==> src/rtl/if_fetch_unit.sv <==
// Instruction fetch: gathers one 32-bit word as four byte reads, little-endian,
// and presents it to decode with a valid/stall handshake and branch redirect.
module if_fetch_unit #(
  parameter logic [31:0] RESET_PC = 32'h0000_0000
) (
  input  logic        clk,
  input  logic        rst,
  input  logic [1:0]  halt_req,
  input  logic        branch_flag,
  input  logic [31:0] branch_target,
  input  logic        mem_busy,
  input  logic [7:0]  mem_rdata,
  output logic        mem_req,
  output logic [31:0] mem_addr,
  output logic        if_valid,
  output logic [31:0] if_pc,
  output logic [31:0] if_inst
);

  localparam int unsigned CNT_W = 3;
  localparam logic [CNT_W-1:0] WORD_BYTES = CNT_W'(4);
  localparam logic [CNT_W-1:0] LAST_BYTE  = CNT_W'(3);

  localparam logic [1:0] IDLE  = 2'd0;
  localparam logic [1:0] FETCH = 2'd1;
  localparam logic [1:0] HOLD  = 2'd2;

  logic [1:0]       state, state_nx;
  logic [31:0]      pc, pc_nx;
  logic [CNT_W-1:0] issue_cnt, issue_nx;
  logic [CNT_W-1:0] recv_cnt, recv_nx;
  logic             pending, pending_nx;
  logic [31:0]      inst_buf, inst_buf_nx;
  logic             valid_nx;
  logic [31:0]      if_pc_nx, if_inst_nx;

  // Memory port is driven straight from state so a request can issue the cycle after a redirect.
  assign mem_req  = (state == FETCH) && (issue_cnt < WORD_BYTES);
  assign mem_addr = pc + 32'(issue_cnt);

  always_ff @(posedge clk) begin
    if (rst) begin
      state     <= IDLE;
      pc        <= RESET_PC;
      issue_cnt <= '0;
      recv_cnt  <= '0;
      pending   <= 1'b0;
      inst_buf  <= '0;
      if_valid  <= 1'b0;
      if_pc     <= '0;
      if_inst   <= '0;
    end else begin
      state     <= state_nx;
      pc        <= pc_nx;
      issue_cnt <= issue_nx;
      recv_cnt  <= recv_nx;
      pending   <= pending_nx;
      inst_buf  <= inst_buf_nx;
      if_valid  <= valid_nx;
      if_pc     <= if_pc_nx;
      if_inst   <= if_inst_nx;
    end
  end

  always_comb begin
    state_nx    = state;
    pc_nx       = pc;
    issue_nx    = issue_cnt;
    recv_nx     = recv_cnt;
    pending_nx  = 1'b0;
    inst_buf_nx = inst_buf;
    valid_nx    = if_valid;
    if_pc_nx    = if_pc;
    if_inst_nx  = if_inst;

    case (state)
      IDLE: begin
        if (!halt_req[1]) state_nx = FETCH;
      end
      FETCH: begin
        if (mem_req && !mem_busy) begin
          issue_nx   = issue_cnt + CNT_W'(1);
          pending_nx = 1'b1;
        end
        if (pending) begin
          inst_buf_nx[{recv_cnt[1:0], 3'b000} +: 8] = mem_rdata;
          recv_nx = recv_cnt + CNT_W'(1);
          if (recv_cnt == LAST_BYTE) begin
            state_nx   = HOLD;
            valid_nx   = 1'b1;
            if_pc_nx   = pc;
            if_inst_nx = {mem_rdata, inst_buf[23:0]};
          end
        end
      end
      HOLD: begin
        if (!halt_req[0]) begin
          pc_nx    = pc + 32'd4;
          valid_nx = 1'b0;
          issue_nx = '0;
          recv_nx  = '0;
          state_nx = halt_req[1] ? IDLE : FETCH;
        end
      end
      default: state_nx = IDLE;
    endcase

    // Redirect overrides everything, including a same-cycle acceptance.
    if (branch_flag) begin
      pc_nx      = branch_target;
      valid_nx   = 1'b0;
      issue_nx   = '0;
      recv_nx    = '0;
      pending_nx = 1'b0;
      state_nx   = halt_req[1] ? IDLE : FETCH;
    end
  end

endmodule
==> config.mk <==
export PLATFORM = sky130hd
export DESIGN_NAME = if_fetch_unit
export DESIGN_NICKNAME = d
export VERILOG_FILES = /design/src/rtl/if_fetch_unit.sv
export SDC_FILE = /design/constraint.sdc
export NUM_CORES = 1
export LEC_CHECK = 0
export BUFFER_PORTS_ARGS = -buffer_cell sky130_fd_sc_hd__buf_2
export CAP_MARGIN = 5
export CORE_MARGIN = 1.5
export CORE_UTILIZATION = 35
export CTS_CLUSTER_SIZE = 30
export DETAILED_ROUTE_END_ITERATION = 12
export GPL_TIMING_DRIVEN = 0
export SETUP_SLACK_MARGIN = 0.3
export SLEW_MARGIN = 20
export SYNTH_ARGS = -nofsm -noshare
export SYNTH_HDL_FRONTEND = slang
export SYNTH_SLANG_ARGS = --single-unit
==> constraint.sdc <==
create_clock -name clk -period 6.3 [get_ports clk]
set_input_delay 0.63 -clock clk [delete_from_list [all_inputs] [get_ports clk]]
set_output_delay 0.63 -clock clk [all_outputs]
set_load 0.02 [all_outputs]
==> results of run 1 <==
-- path summary, 6_finish.rpt --
| path | slack (ns) | endpoint | cells past startpoint | startpoint |
|---|---|---|---|---|
| worst max-delay path | 2.61 | mem_addr[30] | 8 | issue_cnt[0] |
| worst min-delay path | 0.45 | if_inst[5] | 2 | if_inst[5] |
| worst max register to register | 3.66 | pc[19] | 6 | pc[8] |
| worst min register to register | 0.45 | if_inst[5] | 2 | if_inst[5] |
-- report_power, final --
part	total (mW)	internal (mW)	switching, mW	leakage (nW)
Clock	1.02	0.652	0.371	0.293
Combinational	0.162	0.0554	0.106	1.56
Sequential	0.851	0.838	0.0128	1.06
Total	2.04	1.54	0.491	2.91
-- registers in the layout, indices dropped and copies added (netlist names) --
| register | count |
|---|---|
| inst_buf | 24 |
| issue_cnt | 3 |
| pending | 1 |
| state | 2 |
| recv_cnt | 3 |
| if_inst | 32 |
| if_pc | 32 |
| pc | 32 |
| if_valid | 1 |
-- cells by family after synthesis --
family / synth area share, %
buffers and inverters: 5.01
multiplexers: 0.332
AO/OA/AOI/OAI: 14.9
adder cells (fa/ha/maj): 2.61
flip-flops: 43.1
XOR/XNOR: 5.95
AND/OR/NAND/NOR: 28.1
-- area by class of cell --
class                      count  area [um^2]  share of cell area, %
sequential                   130         2600                   34.1
timing repair buffer         142          711                   9.31
clock inverter                 9          129                   1.69
inverter                      12         45.0                  0.590
buffer                        66          258                   3.37
tap                          220          275                   3.60
clock buffer                  23          478                   6.26
multi-input combinational    565         3140                   41.1
-- cell usage after synthesis, drive strengths merged, types with 4 or more instances --
cell type  number
a2111oi         4
xor2            8
or3             5
and2            6
nand2b          4
nor3b           4
nor4           12
o21ai           6
nand3          45
a21oi         101
xnor2          33
dfxtp         130
inv            11
nand2         175
buf             6
nand4          21
ha             11
nor2           43
and4           13
a211oi         18
clkbuf         60
a311oi          5
nor3           17
-- critical path, delay by kind of cell, from the launching register on --
kind,cells,cell delay [ns]
buf+inv,2,0.75
simple gates,2,0.64
fa+ha+maj,2,0.46
flops,1,0.37
xor+xnor,1,0.25
compound gates,1,0.15
-- metal layers --
metal | vias to the layer above | track usage, % | wire [um]
met3 | 31 | 5.48 | 1330
met2 | 220 | 32.5 | 8430
met4 | 0 | 8.06 | 305
met1 | 2882 | 29.7 | 9350
met5 | - | 0 | 0
li1 | 2994 | - | -
-- per-stage QoR --
stage | hold WS [ns] | instance area (um^2) | std cells | util [%]
detailed placement | 0.444 | 7020 | 1135 | 42.1
CTS | 0.450 | 7630 | 1167 | 45.7
global placement | 0.440 | 7020 | 1135 | 42.1
floorplan | 0.432 | 6040 | 773 | -
global route | 0.457 | 7640 | 1167 | 45.7
finish | 0.448 | 7640 | 1167 | 45.7
==> results_dict.tcl, run 1 <==
set metrics [dict create \
    result_of_the_run "finished clean" \
    grt_setup_unrepaired "false" \
    grt_start_max_net_pins 17 \
    timing_hold_violations_final 0 \
    place_ws_ns 3.02 \
    areaGrowthSynthToFinish_pct 26.5 \
    gpl.final_weighted_congestion 0.854 \
    worstMarginPinSlew_ns 1.01 \
    finalMaxSlewViolations 0 \
    layout.cells.most_common_list "sky130_fd_sc_hd__nand2_1 (175), sky130_fd_sc_hd__buf_2 (144), sky130_fd_sc_hd__dfxtp_1 (130)" \
    antenna_violations_before_repair 0 \
    start_util_pct 36.2 \
    hold_path_class "reg -> reg" \
    synth_edf_count 0 \
    netlist.area_leader.share_pct 43.1 \
    viasPerCell 5.25 \
    first_iter_violations 477 \
    synth_flop_cell "sky130_fd_sc_hd__dfxtp_1" \
    routed-via-count 6127 \
    path_cells "ha_1 -> fa_1 -> a21oi_1 -> nor3_1 -> clkbuf_1 -> nand4_1 -> xnor2_1 -> buf_2" \
    synth.top_cells.by_area "sky130_fd_sc_hd__dfxtp_1 (43%), sky130_fd_sc_hd__nand2_1 (11%), sky130_fd_sc_hd__a21oi_1 (8.4%)" \
    synthCells 773 \
    number_of_clock_sinks 130 \
    io-pin-count 144 \
    irDropWorstVdd_v 0.000210 \
    worstPathMaxFanout 10 \
    number_of_buffers_created_by_cts 17 \
    post_synth_num_cell_types 54 \
    die_w_um 134 \
    min_period_ns 3.69 \
    post_synth.cell_area_avg_um2 7.81 \
    worstSetupStartpointType "flip-flop" \
    setup_tns_ns 0 \
    power_per_cell_area_nw_per_um2 267 \
    setup_viol_count_final 0 \
    total_power_mw 2.04 \
    ys_warn_count 0 \
    ys_seq_area_share_pct 43.1 \
    maxCapViolations 0 \
    die_area_um2 18000 \
    dp_hpwl_um 13900 \
    power.static_leakage_nw 2.91 \
    crit_path_end_kind "output port" \
    place.port_buffers 142 \
    cts_tree "yes" \
    placement_rows 47 \
    die_y_um 134 \
    maxClockFrequency_mhz 271 \
    crit_arrival_ns 3.06 \
    clk_transition_reported_paths_ns 0.06 \
    detail-route-antenna-nets 0 \
    cts_repair_resize_count 0 \
    firstDrtPassIters 5 \
    cts_max_level 4 \
    critical_path_class "reg -> out" \
    n_antenna_cell 0 \
    slowest_stage_cell_cp "sky130_fd_sc_hd__clkbuf_1" \
    grt_pass1_vias 5731 \
    fin_ws_ns 2.61 \
    timing.slew.headroom_pct 32.8 \
    placeableCoreArea_um2 16700 \
    total_drc_errors_in_the_routed_layout 0 \
    post_cts_buffers 0 \
    postSynthNetCount 831 \
    finish.net_count 992 \
    cts.root.buffer_cell "sky130_fd_sc_hd__clkbuf_16" \
    final.fill_count 1739 \
    routed_wirelength_um 19400 \
    skew_ns 0.0150 \
    period_share_pct 58.6 \
    cts_hold_bufs 0 \
    worst_skew_pair.late_latency_ns 0.43 \
    grt.total_usage_pct 21.6 \
    grt_first_pass_wirelength_um 30100 \
    cp.required_ns 5.67 \
    layout.cells.most_common "sky130_fd_sc_hd__nand2_1" \
    cpPeakStageDelay_ns 0.54 \
    cell_accounting_for_the_most_synthesized_area "sky130_fd_sc_hd__dfxtp_1" \
    layout_cell_share_with_drive_strength_beyond_1_pct 19.6 \
    total_of_flip_flops_plus_latches_after_synthesis 130 \
    clockBufferDepth 2 \
    async_reset_ff_share_pct 0 \
    grt_overflow_total 0 \
    synthesis.area_um2 6040 \
    wire_per_inst_um 16.6 \
]
No activity file was read; power rests on OpenSTA's default activity.
==> inputs of run 2 (changes only) <==
==> constraint.sdc (replaced) <==
create_clock -name clk -period 3.56 [get_ports clk]
set_input_delay 0.356 -clock clk [delete_from_list [all_inputs] [get_ports clk]]
set_output_delay 0.356 -clock clk [all_outputs]
set_load 0.02 [all_outputs]
==> results_dict.tcl, run 2 (synthesis gave the netlist of run 1 again) <==
set metrics [dict create \
    timing_hold_violations_final 0 \
    finish.net_count 995 \
    grt_pass1_vias 5732 \
    dp_hpwl_um 13900 \
    start_util_pct 36.2 \
    power.sequential.fraction_pct 41.8 \
    power.net_switching_uw 872 \
    rr_startpoint "pc[8]" \
    cts_max_level 4 \
    die_area_um2 18000 \
    grt_start_max_net_pins 17 \
    comb_power_share_pct 7.9 \
    switching_share_of_power_pct 24.2 \
    setup_tns_ns 0 \
    grt_overflow_total 0 \
    worstSetupStartpointType "flip-flop" \
    worst_skew_pair.late_latency_ns 0.43 \
    reg.largest.list "if_inst: 32 flops, if_pc: 32 flops, pc: 32 flops" \
    rrSetupSlack_ns 0.93 \
    grt_first_pass_wirelength_um 30100 \
    place.port_buffers 142 \
    min_period_ns 3.13 \
    setup_viol_count_final 0 \
    layout_cell_share_with_drive_strength_beyond_1_pct 20.5 \
    critical_path_class "reg -> out" \
    skew_ns 0.0163 \
    cts_tree "yes" \
    crit_arrival_ns 2.77 \
    worstMarginPinSlew_ns 0.989 \
    irDropWorstVdd_v 0.000366 \
    routed_wirelength_um 19500 \
    crit_path_end_kind "output port" \
    fin_ws_ns 0.430 \
    worstPathMaxFanout 10 \
    placement_rows 47 \
    viasPerCell 5.26 \
    clockPowerShare_pct 50.3 \
    placed_area_um2 7020 \
    min_from "branch_target[25]" \
    p_int_mw 2.73 \
    maxCapViolations 0 \
    detail-route-antenna-nets 0 \
    cp.required_ns 3.20 \
    io-pin-count 144 \
    clockBufferDepth 2 \
    wire_per_inst_um 16.7 \
    die_w_um 134 \
    min_to "pc[25]" \
    die_y_um 134 \
    gpl.final_weighted_congestion 0.854 \
    antenna_violations_before_repair 0 \
    routed-via-count 6158 \
    maxClockFrequency_mhz 319 \
    number_of_buffers_created_by_cts 17 \
    cts.root.buffer_cell "sky130_fd_sc_hd__clkbuf_16" \
    fin_util_pct 46.1 \
    clk_transition_reported_paths_ns 0.06 \
    total_power_mw 3.61 \
    timing.slew.headroom_pct 33.8 \
    whs_path_depth 2 \
    power.static_leakage_nw 2.96 \
    n_antenna_cell 0 \
    place_ws_ns 0.551 \
    timing.reg2reg.worst_path_depth 6 \
    power_per_cell_area_nw_per_um2 469 \
    timing.rr.end "pc[19]" \
    grt.total_usage_pct 21.6 \
    layout.cells.most_common "sky130_fd_sc_hd__nand2_1" \
    placeableCoreArea_um2 16700 \
    layout.cells.most_common_list "sky130_fd_sc_hd__nand2_1 (175), sky130_fd_sc_hd__buf_2 (144), sky130_fd_sc_hd__dfxtp_1 (130)" \
    areaGrowthSynthToFinish_pct 27.4 \
    grt_setup_unrepaired "false" \
    result_of_the_run "finished clean" \
    hold_path_class "in -> reg" \
    firstDrtPassIters 5 \
    period_share_pct 87.9 \
    first_iter_violations 482 \
    finalInstanceArea_um2 7690 \
    number_of_clock_sinks 130 \
    finalMaxSlewViolations 0 \
    total_drc_errors_in_the_routed_layout 0 \
]
[run 2: critical path, stage by stage (launching register included)]
cell and delay [ns]:
sky130_fd_sc_hd__dfxtp_1 0.33, sky130_fd_sc_hd__ha_1 0.25, sky130_fd_sc_hd__fa_1 0.41, sky130_fd_sc_hd__a21oi_1 0.38, sky130_fd_sc_hd__nor3_2 0.14, sky130_fd_sc_hd__clkbuf_2 0.27
sky130_fd_sc_hd__nand4_1 0.18, sky130_fd_sc_hd__xnor2_1 0.16, sky130_fd_sc_hd__buf_2 0.21
[run 2: timing repair]
action	CTS	global route
gates cloned	0	0
hold endpoints to repair	0	0
hold buffers	0	0
endpoints found under the setup margin	7	16
pin swaps	0	2
resized for setup	2	9
buffers inserted	0	3
[run 2: per-layer routing]
metal  routed length, um  GRT usage [%]
met1                9330           29.7
met2                8470           32.5
met3                1390           5.48
met4                 333           8.12
met5                   0              0
[run 2: how the worst max path moves through the flow]
stage | from | end | slack [ns] | depth (start not counted)
3_3_place_gp | pc[11] | mem_addr[31] | 0.53 | 6
4_1_cts | pc[1] | mem_addr[17] | 0.33 | 7
5_1_grt | issue_cnt[0] | mem_addr[30] | 0.34 | 8
3_5_place_dp | pc[11] | mem_addr[31] | 0.55 | 6
6_report | pc[0] | mem_addr[30] | 0.43 | 8
2_1_floorplan | pc[12] | mem_addr[31] | 1.22 | 5
[run 2: per-stage QoR]
step,hold slack [ns],instances
5_1_grt,0.183,1170
3_3_place_gp,0.440,1135
3_5_place_dp,0.444,1135
4_1_cts,0.176,1167
6_report,0.190,1170
2_1_floorplan,0.432,773
[run 2: cell type report]
cell class / count / area (um^2)
Multi-Input combinational cell: 565 / 3170
Sequential cell: 130 / 2600
Tap cell: 220 / 275
Inverter: 12 / 45.0
Fill cell: 1730 / 9010
Clock inverter: 9 / 129
Buffer: 66 / 262
Timing Repair Buffer: 145 / 733
Clock buffer: 23 / 478
[run 2: power by group through the flow]
stage | Combinational, mW | Clock [mW] | Sequential (mW)
after floorplan | 0.177 | 0 | 1.53
after global placement | 0.283 | 0 | 1.54
after detailed placement | 0.283 | 0 | 1.54
after CTS | 0.285 | 1.83 | 1.50
after global routing | 0.310 | 1.90 | 1.51
final | 0.287 | 1.81 | 1.51
